### config.mk
export PLATFORM = sky130hd
export DESIGN_NAME = seg_scan_driver_flat
export DESIGN_NICKNAME = d
export VERILOG_FILES = /design/src/rtl/seg_scan_driver_pkg.sv /design/src/rtl/seg_scan_driver_if.sv /design/src/rtl/seg_scan_driver_decode.sv /design/src/rtl/seg_scan_driver.sv /design/src/flat_wrapper.sv
export SDC_FILE = /design/constraint.sdc
export NUM_CORES = 1
export LEC_CHECK = 0
export CORE_MARGIN = 3
export CORE_UTILIZATION = 53
export CTS_BUF_LIST = sky130_fd_sc_hd__clkbuf_2 sky130_fd_sc_hd__clkbuf_4 sky130_fd_sc_hd__clkbuf_8
export DETAILED_ROUTE_END_ITERATION = 10
export PLACE_DENSITY = 0.79
export SYNTH_ARGS = -nofsm -noshare
export SYNTH_HDL_FRONTEND = slang
export SYNTH_HIERARCHICAL = 1
export SYNTH_SLANG_ARGS = --single-unit
### constraint.sdc
create_clock -name clk -period 3.2 [get_ports clk]
set_input_delay 0.64 -clock clk [delete_from_list [all_inputs] [get_ports clk]]
set_output_delay 0.64 -clock clk [all_outputs]
set_load 0.02 [all_outputs]
### src/rtl/seg_scan_driver_pkg.sv
// seg_pkg: shared types and constants for the 4-digit 7-segment scanner.
// Segment bit order is {g,f,e,d,c,b,a}; table entries are active-high.
package seg_pkg;

  localparam int SEG_W = 7;
  localparam int NDIG  = 4;

  typedef enum logic [1:0] {
    ST_IDLE  = 2'd0,
    ST_BLANK = 2'd1,
    ST_SHOW  = 2'd2
  } state_t;

  // hex digit -> segment pattern, gfedcba, active-high
  localparam logic [SEG_W-1:0] HEX_SEG [16] = '{
    7'h3F, 7'h06, 7'h5B, 7'h4F,
    7'h66, 7'h6D, 7'h7D, 7'h07,
    7'h7F, 7'h6F, 7'h77, 7'h7C,
    7'h39, 7'h5E, 7'h79, 7'h71
  };

endpackage

### src/rtl/seg_scan_driver_if.sv
// seg_scan_if: digit inputs, scan enable and display pin outputs of the scanner.
// master = display-select mux side, slave = scanner.
interface seg_scan_if;
  import seg_pkg::*;

  logic             en;
  logic [3:0]       dig0;
  logic [3:0]       dig1;
  logic [3:0]       dig2;
  logic [3:0]       dig3;
  logic [SEG_W-1:0] seg;
  logic [NDIG-1:0]  an;
  logic             frame_tick;

  modport master (
    output en, dig0, dig1, dig2, dig3,
    input  seg, an, frame_tick
  );

  modport slave (
    input  en, dig0, dig1, dig2, dig3,
    output seg, an, frame_tick
  );

endinterface

### src/rtl/seg_scan_driver_decode.sv
// hex7seg_decode: combinational 4-bit hex to 7-segment (gfedcba) decoder, active-high.
module hex7seg_decode
  import seg_pkg::*;
(
  input  logic [3:0]       hex,
  output logic [SEG_W-1:0] seg
);

  assign seg = HEX_SEG[hex];

endmodule

### src/rtl/seg_scan_driver.sv
// seg_scan_driver: time-multiplexed 4-digit 7-segment scanner.
// Each slot is DIV_MAX+1 clocks: DEAD blank clocks, then the decoded digit.
// Digits are snapshotted at every frame start so a frame never tears.
// Optional build macro SEG_LZ_BLANK_EN: leading-zero blanking on the snapshot.
//
//   state | meaning
//   IDLE  | scan disabled, all pins OFF
//   BLANK | dead-time at the start of a slot, all pins OFF
//   SHOW  | an[idx] lit with decode(snapshot[idx])
module seg_scan_driver
  import seg_pkg::*;
#(
  parameter int DIV_W      = 16,
  parameter int DIV_MAX    = 49999,
  parameter int DEAD       = 4,
  parameter int ACTIVE_LOW = 1
) (
  input  logic      clk,
  input  logic      rst_n,
  seg_scan_if.slave bus
);

  localparam logic [DIV_W-1:0] DIV_MAX_C = DIV_W'(DIV_MAX);
  localparam logic [DIV_W:0]   DEAD_C    = (DIV_W+1)'(DEAD);
  localparam state_t           SLOT_ST   = (DEAD == 0) ? ST_SHOW : ST_BLANK;
  localparam logic [SEG_W-1:0] SEG_OFF   = (ACTIVE_LOW != 0) ? '1 : '0;
  localparam logic [NDIG-1:0]  AN_OFF    = (ACTIVE_LOW != 0) ? '1 : '0;

  state_t           state_q;
  logic [DIV_W-1:0] presc_q;
  logic [1:0]       idx_q;
  logic [3:0]       snap_q [NDIG];
  logic [SEG_W-1:0] seg_q;
  logic [NDIG-1:0]  an_q;
  logic             tick_q;

  state_t           nxt_state;
  logic [DIV_W-1:0] nxt_presc;
  logic [1:0]       nxt_idx;
  logic             frame_start;
  logic [3:0]       dig_in   [NDIG];
  logic [3:0]       nxt_snap [NDIG];
  logic [3:0]       sel_dig;
  logic [SEG_W-1:0] dec_seg;
  logic             dark;
  logic             lit;
  logic [SEG_W-1:0] nxt_seg;
  logic [NDIG-1:0]  nxt_an;

  assign dig_in[0] = bus.dig0;
  assign dig_in[1] = bus.dig1;
  assign dig_in[2] = bus.dig2;
  assign dig_in[3] = bus.dig3;

  // next state, prescaler and digit index; en=0 overrides everything, including slot end
  always_comb begin
    nxt_state   = state_q;
    nxt_presc   = presc_q;
    nxt_idx     = idx_q;
    frame_start = 1'b0;
    if (!bus.en) begin
      nxt_state = ST_IDLE;
      nxt_presc = '0;
      nxt_idx   = '0;
    end else begin
      case (state_q)
        ST_IDLE: begin
          frame_start = 1'b1;
          nxt_presc   = '0;
          nxt_idx     = '0;
          nxt_state   = SLOT_ST;
        end
        default: begin
          if (presc_q == DIV_MAX_C) begin
            nxt_presc   = '0;
            nxt_idx     = idx_q + 2'd1;
            frame_start = (idx_q == 2'd3);
            nxt_state   = SLOT_ST;
          end else begin
            nxt_presc = presc_q + 1'b1;
            if (state_q == ST_BLANK && ({1'b0, presc_q} + 1'b1) < DEAD_C)
              nxt_state = ST_BLANK;
            else
              nxt_state = ST_SHOW;
          end
        end
      endcase
    end
  end

  // snapshot view for the coming cycle: fresh inputs on a frame start, held copy otherwise
  always_comb begin
    for (int i = 0; i < NDIG; i++)
      nxt_snap[i] = frame_start ? dig_in[i] : snap_q[i];
    sel_dig = nxt_snap[nxt_idx];
  end

`ifdef SEG_LZ_BLANK_EN
  // leading-zero suppression; the rightmost digit always shows
  always_comb begin
    dark = 1'b0;
    case (nxt_idx)
      2'd3: dark = (nxt_snap[3] == 4'd0);
      2'd2: dark = (nxt_snap[3] == 4'd0) && (nxt_snap[2] == 4'd0);
      2'd1: dark = (nxt_snap[3] == 4'd0) && (nxt_snap[2] == 4'd0) && (nxt_snap[1] == 4'd0);
      default: dark = 1'b0;
    endcase
  end
`else
  assign dark = 1'b0;
`endif

  hex7seg_decode u_dec (
    .hex (sel_dig),
    .seg (dec_seg)
  );

  assign lit     = (nxt_state == ST_SHOW) && !dark;
  assign nxt_seg = lit ? (dec_seg ^ SEG_OFF) : SEG_OFF;
  assign nxt_an  = lit ? ((NDIG'(1) << nxt_idx) ^ AN_OFF) : AN_OFF;

  // scan FSM with registered pin outputs
  always_ff @(posedge clk or negedge rst_n) begin
    if (!rst_n) begin
      state_q <= ST_IDLE;
      presc_q <= '0;
      idx_q   <= '0;
      for (int i = 0; i < NDIG; i++) snap_q[i] <= '0;
      seg_q   <= SEG_OFF;
      an_q    <= AN_OFF;
      tick_q  <= 1'b0;
    end else begin
      state_q <= nxt_state;
      presc_q <= nxt_presc;
      idx_q   <= nxt_idx;
      if (frame_start)
        for (int i = 0; i < NDIG; i++) snap_q[i] <= dig_in[i];
      seg_q   <= nxt_seg;
      an_q    <= nxt_an;
      tick_q  <= frame_start;
    end
  end

  assign bus.seg        = seg_q;
  assign bus.an         = an_q;
  assign bus.frame_tick = tick_q;

endmodule
### src/flat_wrapper.sv
// flat-port wrapper written by rule: the top's interface ports become plain ports
module seg_scan_driver_flat import seg_pkg::*;
#(
  parameter int DIV_W      = 16,
  parameter int DIV_MAX    = 49999,
  parameter int DEAD       = 4,
  parameter int ACTIVE_LOW = 1
)
  (clk, rst_n, bus_en, bus_dig0, bus_dig1, bus_dig2, bus_dig3, bus_seg, bus_an, bus_frame_tick);
  seg_scan_if bus_i ();
  input  logic clk;
  input  logic rst_n;
  input wire logic [$bits(bus_i.en)-1:0] bus_en;
  input wire logic [$bits(bus_i.dig0)-1:0] bus_dig0;
  input wire logic [$bits(bus_i.dig1)-1:0] bus_dig1;
  input wire logic [$bits(bus_i.dig2)-1:0] bus_dig2;
  input wire logic [$bits(bus_i.dig3)-1:0] bus_dig3;
  output wire logic [$bits(bus_i.seg)-1:0] bus_seg;
  output wire logic [$bits(bus_i.an)-1:0] bus_an;
  output wire logic [$bits(bus_i.frame_tick)-1:0] bus_frame_tick;
  assign bus_i.en = bus_en;
  assign bus_i.dig0 = bus_dig0;
  assign bus_i.dig1 = bus_dig1;
  assign bus_i.dig2 = bus_dig2;
  assign bus_i.dig3 = bus_dig3;
  assign bus_seg = bus_i.seg;
  assign bus_an = bus_i.an;
  assign bus_frame_tick = bus_i.frame_tick;
  seg_scan_driver #(.DIV_W(DIV_W), .DIV_MAX(DIV_MAX), .DEAD(DEAD), .ACTIVE_LOW(ACTIVE_LOW)) u_core (.clk(clk), .rst_n(rst_n), .bus(bus_i));
endmodule
; ---- Word level (Yosys, flattened, before mapping)
; Memories as Yosys holds them, arrays and structs flattened.
; Cells that the tools add are included.
[totals]
register_bits = 48
mem_bits_ro = 112
output_inout_bits = 12
wordCells = 52
n_memories = 1
[mem_list]
columns = name, words, word_bits, rd, rd_clocked_by_memory_dff, write_ports, line_no
row1 = (name not given), 16, 7, 1, 0, 0, seg_scan_driver_decode.sv:9  ; assign seg = HEX_SEG[hex];
[op_classes]
addsub = 3
n_lt_le_gt_ge = 3
n_eq_ne = 4
n_shift = 1
n_mux = 24
n_bitwise = 4
n_reduce_logical = 2
[op_table]
columns = op, n
row1 = two-way mux 16 bit, 3
row2 = two-way mux 4 bit, 7
row3 = two-way mux 7 bit, 3
row4 = adder 16 x 1 -> 17 bit (second input constant), 1
row5 = less-than comparator 17 x 3 -> 1 bit (second input constant), 1
row6 = adder 16 x 1 -> 16 bit (second input constant), 1
row7 = == test 16 bit (second input constant), 1
row8 = two-way mux 2 bit, 7
row9 = binary-select mux 4 bit (select 2 bit), 1
row10 = NOT 7 bit, 1
row11 = >= comparator 5 bit (second input constant), 1
row12 = NOT 4 -> 5 bit, 1
row13 = == test 2 bit (second input constant), 2
row14 = NOT 4 bit, 1
row15 = << shifter 1 x 2 -> 4 bit (first input constant), 1
row16 = >= comparator 3 bit (second input constant), 1
row17 = two-way mux 1 bit, 3
row18 = NOT 2 -> 3 bit, 1
row19 = adder 2 x 1 -> 2 bit (second input constant), 1
row20 = == test 2 x 1 -> 1 bit (second input constant), 1
row21 = logical NOT 2 bit, 1
row22 = logical AND 1 bit, 1

; ---- Longest topological paths before layout
[depth]
ltp_word = 14
ltp_mapped = 15

; ---- Hierarchy
; Netlist, hierarchy kept.
[by_module_without_submodules]
columns = mod, instances, cells_per_inst, area_per_inst_um2, seq_area_each_um2
row1 = seg_scan_driver, 1, 260, 2512.4, 1214.9
row2 = hex7seg_decode, 1, 33, 287.8, 0.0

; ---- Worst setup path after synthesis
; Ideal clock, no wire load.
[synth_timing]
path_kind = register to register
start = reg u_core.presc_q[10]
end = reg u_core.seg_q[3], in the netlist u_core/bus.seg[3]
arrival_time_ns = 3.314
required_ns = 3.139
slack_ns = -0.175
stages_incl_launch_ff = 13
cell_sequence = dfrtp_1 buf_6 or4b_4 nor4_4 xor2_1 nand2_1 clkbuf_1 o211ai_1 a32oi_1 inv_1 ha_1 mux4_1 nand2_1
[synth_via]
elab_chain_len = 14
elab_cells_between_ends = 29
classes_between = 1 x add/sub / 1 x order compare / 2 x eq/ne / 20 x mux / 3 x bitwise / 1 x reduce/logical / 1 x memory
[synth_rtl]
columns = item, line_no
row1 = from (decl), seg_scan_driver.sv:30  ; logic [DIV_W-1:0] presc_q;
row2 = from (signal assigned), seg_scan_driver.sv:134  ; presc_q <= nxt_presc;
row3 = == test 16 bit *, seg_scan_driver.sv:74  ; if (presc_q == DIV_MAX_C) begin
row4 = two-way mux 1 bit or two-way mux 2 bit (tied branches), seg_scan_driver.sv:74
row5 = two-way mux 1 bit or two-way mux 2 bit (tied branches), seg_scan_driver.sv:66  ; case (state_q)
row6 = two-way mux 1 bit or two-way mux 2 bit (tied branches), seg_scan_driver.sv:61  ; if (!bus.en) begin
row7 = two-way mux 4 bit or NOT 2 -> 3 bit (tied branches), "seg_scan_driver.sv:94, seg_scan_driver.sv:95"
row8 = binary-select mux 4 bit (select 2 bit) *, seg_scan_driver.sv:95  ; sel_dig = nxt_snap[nxt_idx];
row9 = two-way mux 4 bit (implied by the code) * (2 in series), seg_scan_driver.sv:95
row10 = named net u_core.sel_dig[1], seg_scan_driver.sv:43  ; logic [3:0] sel_dig;
row11 = NOT 4 -> 5 bit (implied by the code) *, seg_scan_driver_decode.sv:9
row12 = memory read (16 x 7 bit) *, -
row13 = two-way mux 7 bit (implied by the code) * (2 in series), seg_scan_driver_decode.sv:9
row14 = named net u_core.dec_seg[3], seg_scan_driver.sv:44  ; logic [SEG_W-1:0] dec_seg;
row15 = NOT 7 bit (no line) *, -
row16 = two-way mux 7 bit *, seg_scan_driver.sv:119  ; assign nxt_seg = lit ? (dec_seg ^ SEG_OFF) : SEG_OFF;
row17 = named net u_core.nxt_seg[3], seg_scan_driver.sv:47  ; logic [SEG_W-1:0] nxt_seg;
row18 = to (signal assigned), seg_scan_driver.sv:138  ; seg_q <= nxt_seg;
row19 = to (decl), seg_scan_driver.sv:33  ; logic [SEG_W-1:0] seg_q;
; Mark *: on every way through the listed nets, which the timed path passes. The rest lies on a longest branch. The select of a mux whose other input is x is not followed.
; A chain may end at the register's enable or synchronous reset.

; ---- Worst setup path after layout
[layout_timing]
start = reg u_core.presc_q[11]
end = reg u_core.seg_q[3], in the netlist u_core/bus.seg[3]
; Same word-level chain as after synthesis.

==> summary.txt <==
Post-route cell area: 3560 um2
Fin nets: 380
DP HPWL: 4310 um
Die Y: 78.7 um
Highest clock rate: 316 MHz
Syn nets: 321
Crit path max fanout: 7
Finish-stage setup viols: 0
Distinct cell type count after synthesis: 54
Gpl congestion: 0.915
Post-route clock skew: 0.00845 ns
Fin crit share: 98.8%
Sequential-to-total area share from yosys stat: 43.4%
Ratio of cells with drive above 1 in the final layout: 26.1%
Area leader, netlist: dfrtp_1
Die footprint: 6190 um2
Slew Limit Fails: 0
Post-synthesis cell count: 293
Clock root buffer: clkbuf_8
VDD IR-drop max: 0.000326 V
Crit Path Class: reg2reg
CTS clock-pin slew for the worst setup and hold paths: 0.09 ns
Largest net degree at the start of global routing: 49
Most common library cells after synthesis: 63 x nand2_1, 37 x dfrtp_1, 27 x nor2_1, 12 x mux2i_1
Inserted Clock Buffers: 5
Rel. slew slack: 30.4%
Gr usage total: 21.3%
Total congestion overflow: 0
Worst hold path type: reg2reg
Number of global-route vias before repair: 2206
Synthesized area: 2800 um2
TNS Setup: 0 ns
Clk_lat worst skew: 0.30 ns
Final WL: 6200 um
Crit start category: register
Deepest clock path buffer count: 2
Pwr/cell area: 351 nW/um2
Via count: 2351
WL/cell: 14.8 um
Status: finished clean
Yosys Warn Count: 6
Post-CTS Hold Fix Bufs: 0
RSZ-0062 raised after global routing: true
Drt via density: 5.60
Starting density of the core: 57.0%
CORE AREA: 4910 um2
Antenna viol nets, final: 0
Leak Pwr: 0.00151 uW
Die width: 78.7 um
Mean Syn Cell Area: 9.56 um2
Dpl cell area: 3330 um2
Most frequent cell after synthesis: nand2_1
1st-iter DRT viols: 196
Tightest Pin Transition: 1.04 ns
Port bufs: 30
Maxcap violations: 0
Yosys reg bits: 48
Post-Route Utilization: 72.5%
Clock sink count: 48
Setup crit end kind: register
Fill cells: 368
Post-synth EDFFs: 0
CTS tree: done
Top post-synthesis cells by area: dfrtp_1 33%, dfstp_2 10%, nand2_1 8.4%
Core Rows: 25
WP data required: 3.45 ns
Asr flop ratio synth: 100%
Initial DRT Pass Iterations: 5
Total chip power: 1250 uW
Synth top area share: 33.1%
Top FF cell, synth: dfrtp_1
Initial antenna violation count: 0
Final min period: 3.16 ns
Crit path DAT: 3.41 ns
WHS: 0.499 ns
ANT cells: 0
CTS H-tree depth: 2
Ports: 31
First-pass GRT wire length: 10500 um
Final hold violation count: 0
Area growth syn-to-layout: 27.2%
DRC violations left: 0
[cell usage in the layout, fill, tap and decap left out, types with 2 or more instances in the layout]
cell,n
nor3_1,6
ha_4,2
a21boi_0,2
nand2_1,62
ha_2,2
dfstp_2,11
clkdlybuf4s50_1,29
and4_1,2
a21oi_1,6
o32a_1,2
nand2b_1,2
nor2_1,27
buf_6,2
a311oi_1,2
nand4_1,5
ha_1,5
nand4bb_1,2
xnor2_1,6
inv_1,3
buf_12,2
nand3_1,8
o211ai_1,8
and2_1,2
mux2_2,10
inv_2,3
a32oi_2,3
clkinv_2,2
clkbuf_8,5
xor2_1,11
dfrtp_1,37
mux2i_1,12
buf_4,38
and3b_1,2
[sequential cells by signal (all words and copies together), names as in the netlist]
register               count
u_core/presc_q            16
u_core/snap_q             16
u_core/bus.an              4
u_core/state_q             2
u_core/bus.seg             7
u_core/bus.frame_tick      1
u_core/idx_q               2
[worst max-delay path, cell delays in order, from the launching register on]
cell      delay, ns
dfrtp_1        0.39
or4b_4         0.57
nor4_4         0.38
mux2i_1        0.30
buf_4          0.19
nand2_1        0.06
o211ai_1       0.14
a32oi_2        0.13
inv_2          0.14
ha_1           0.20
inv_1          0.07
mux4_2         0.45
nand2_1        0.08
[final timing paths]
kind	start	slack, ns	cells after the start	endpoint
hold reg to reg	u_core/snap_q[15]	0.50	2	u_core/snap_q[15]
min in group asynchronous	rst_n	0.53	1	u_core/presc_q[14]
max in group asynchronous	rst_n	2.04	1	u_core/snap_q[7]
setup / recovery	u_core/presc_q[11]	0.04	12	u_core/bus.seg[3]
hold / removal	u_core/snap_q[15]	0.50	2	u_core/snap_q[15]
setup reg to reg	u_core/presc_q[11]	0.04	12	u_core/bus.seg[3]
[area by class of cell]
cell class                 count  area [um2]  area share (%)
inverter                       8        32.5           0.914
clock buffer                   5        68.8            1.93
timing repair buffer          72         643            18.1
multi-input combinational    217        1500            42.1
tap                           67        83.8            2.35
sequential                    48        1210            34.1
clock inverter                 3        18.8           0.527
[power by group]
part           switching, uW  total, uW  internal, uW  leakage [uW]
clock network            205        358           153     0.0000479
logic                    115        236           121      0.000869
registers               17.3        656           639      0.000598
[logic make-up (layout without fill, tap and decap cells)]
logic type,Yosys count,in the layout,share of synthesized area (%)
fa+ha+maj,9,9,4.02
mux,24,24,9.65
compound gates,37,37,9.96
xor+xnor,17,17,5.32
simple gates,130,130,22.3
buf+inv,28,88,5.41
flops,48,48,43.4
[timing repair]
item | CTS | global route
setup buffers | 3 | 7
gates cloned | 0 | 0
pin swaps | 3 | 8
resized for setup | 5 | 12
setup endpoints to repair | 1 | 4
[through the flow]
step                instances  setup slack, ns
floorplan                 293          0.00168
CTS                       413        0.0000344
detailed placement        402         -0.00345
finish                    420           0.0395
global placement          402           0.0869
global route              420           -0.120
[metal layers]
metal	up-vias	GRT usage, %	routed length [um]
met5	-	0	0
met4	0	5.42	76
met3	10	3.21	355
met2	86	34.4	3010
met1	1129	30.0	2760
li1	1126	-	-
Power figures use the tool's default switching activity.
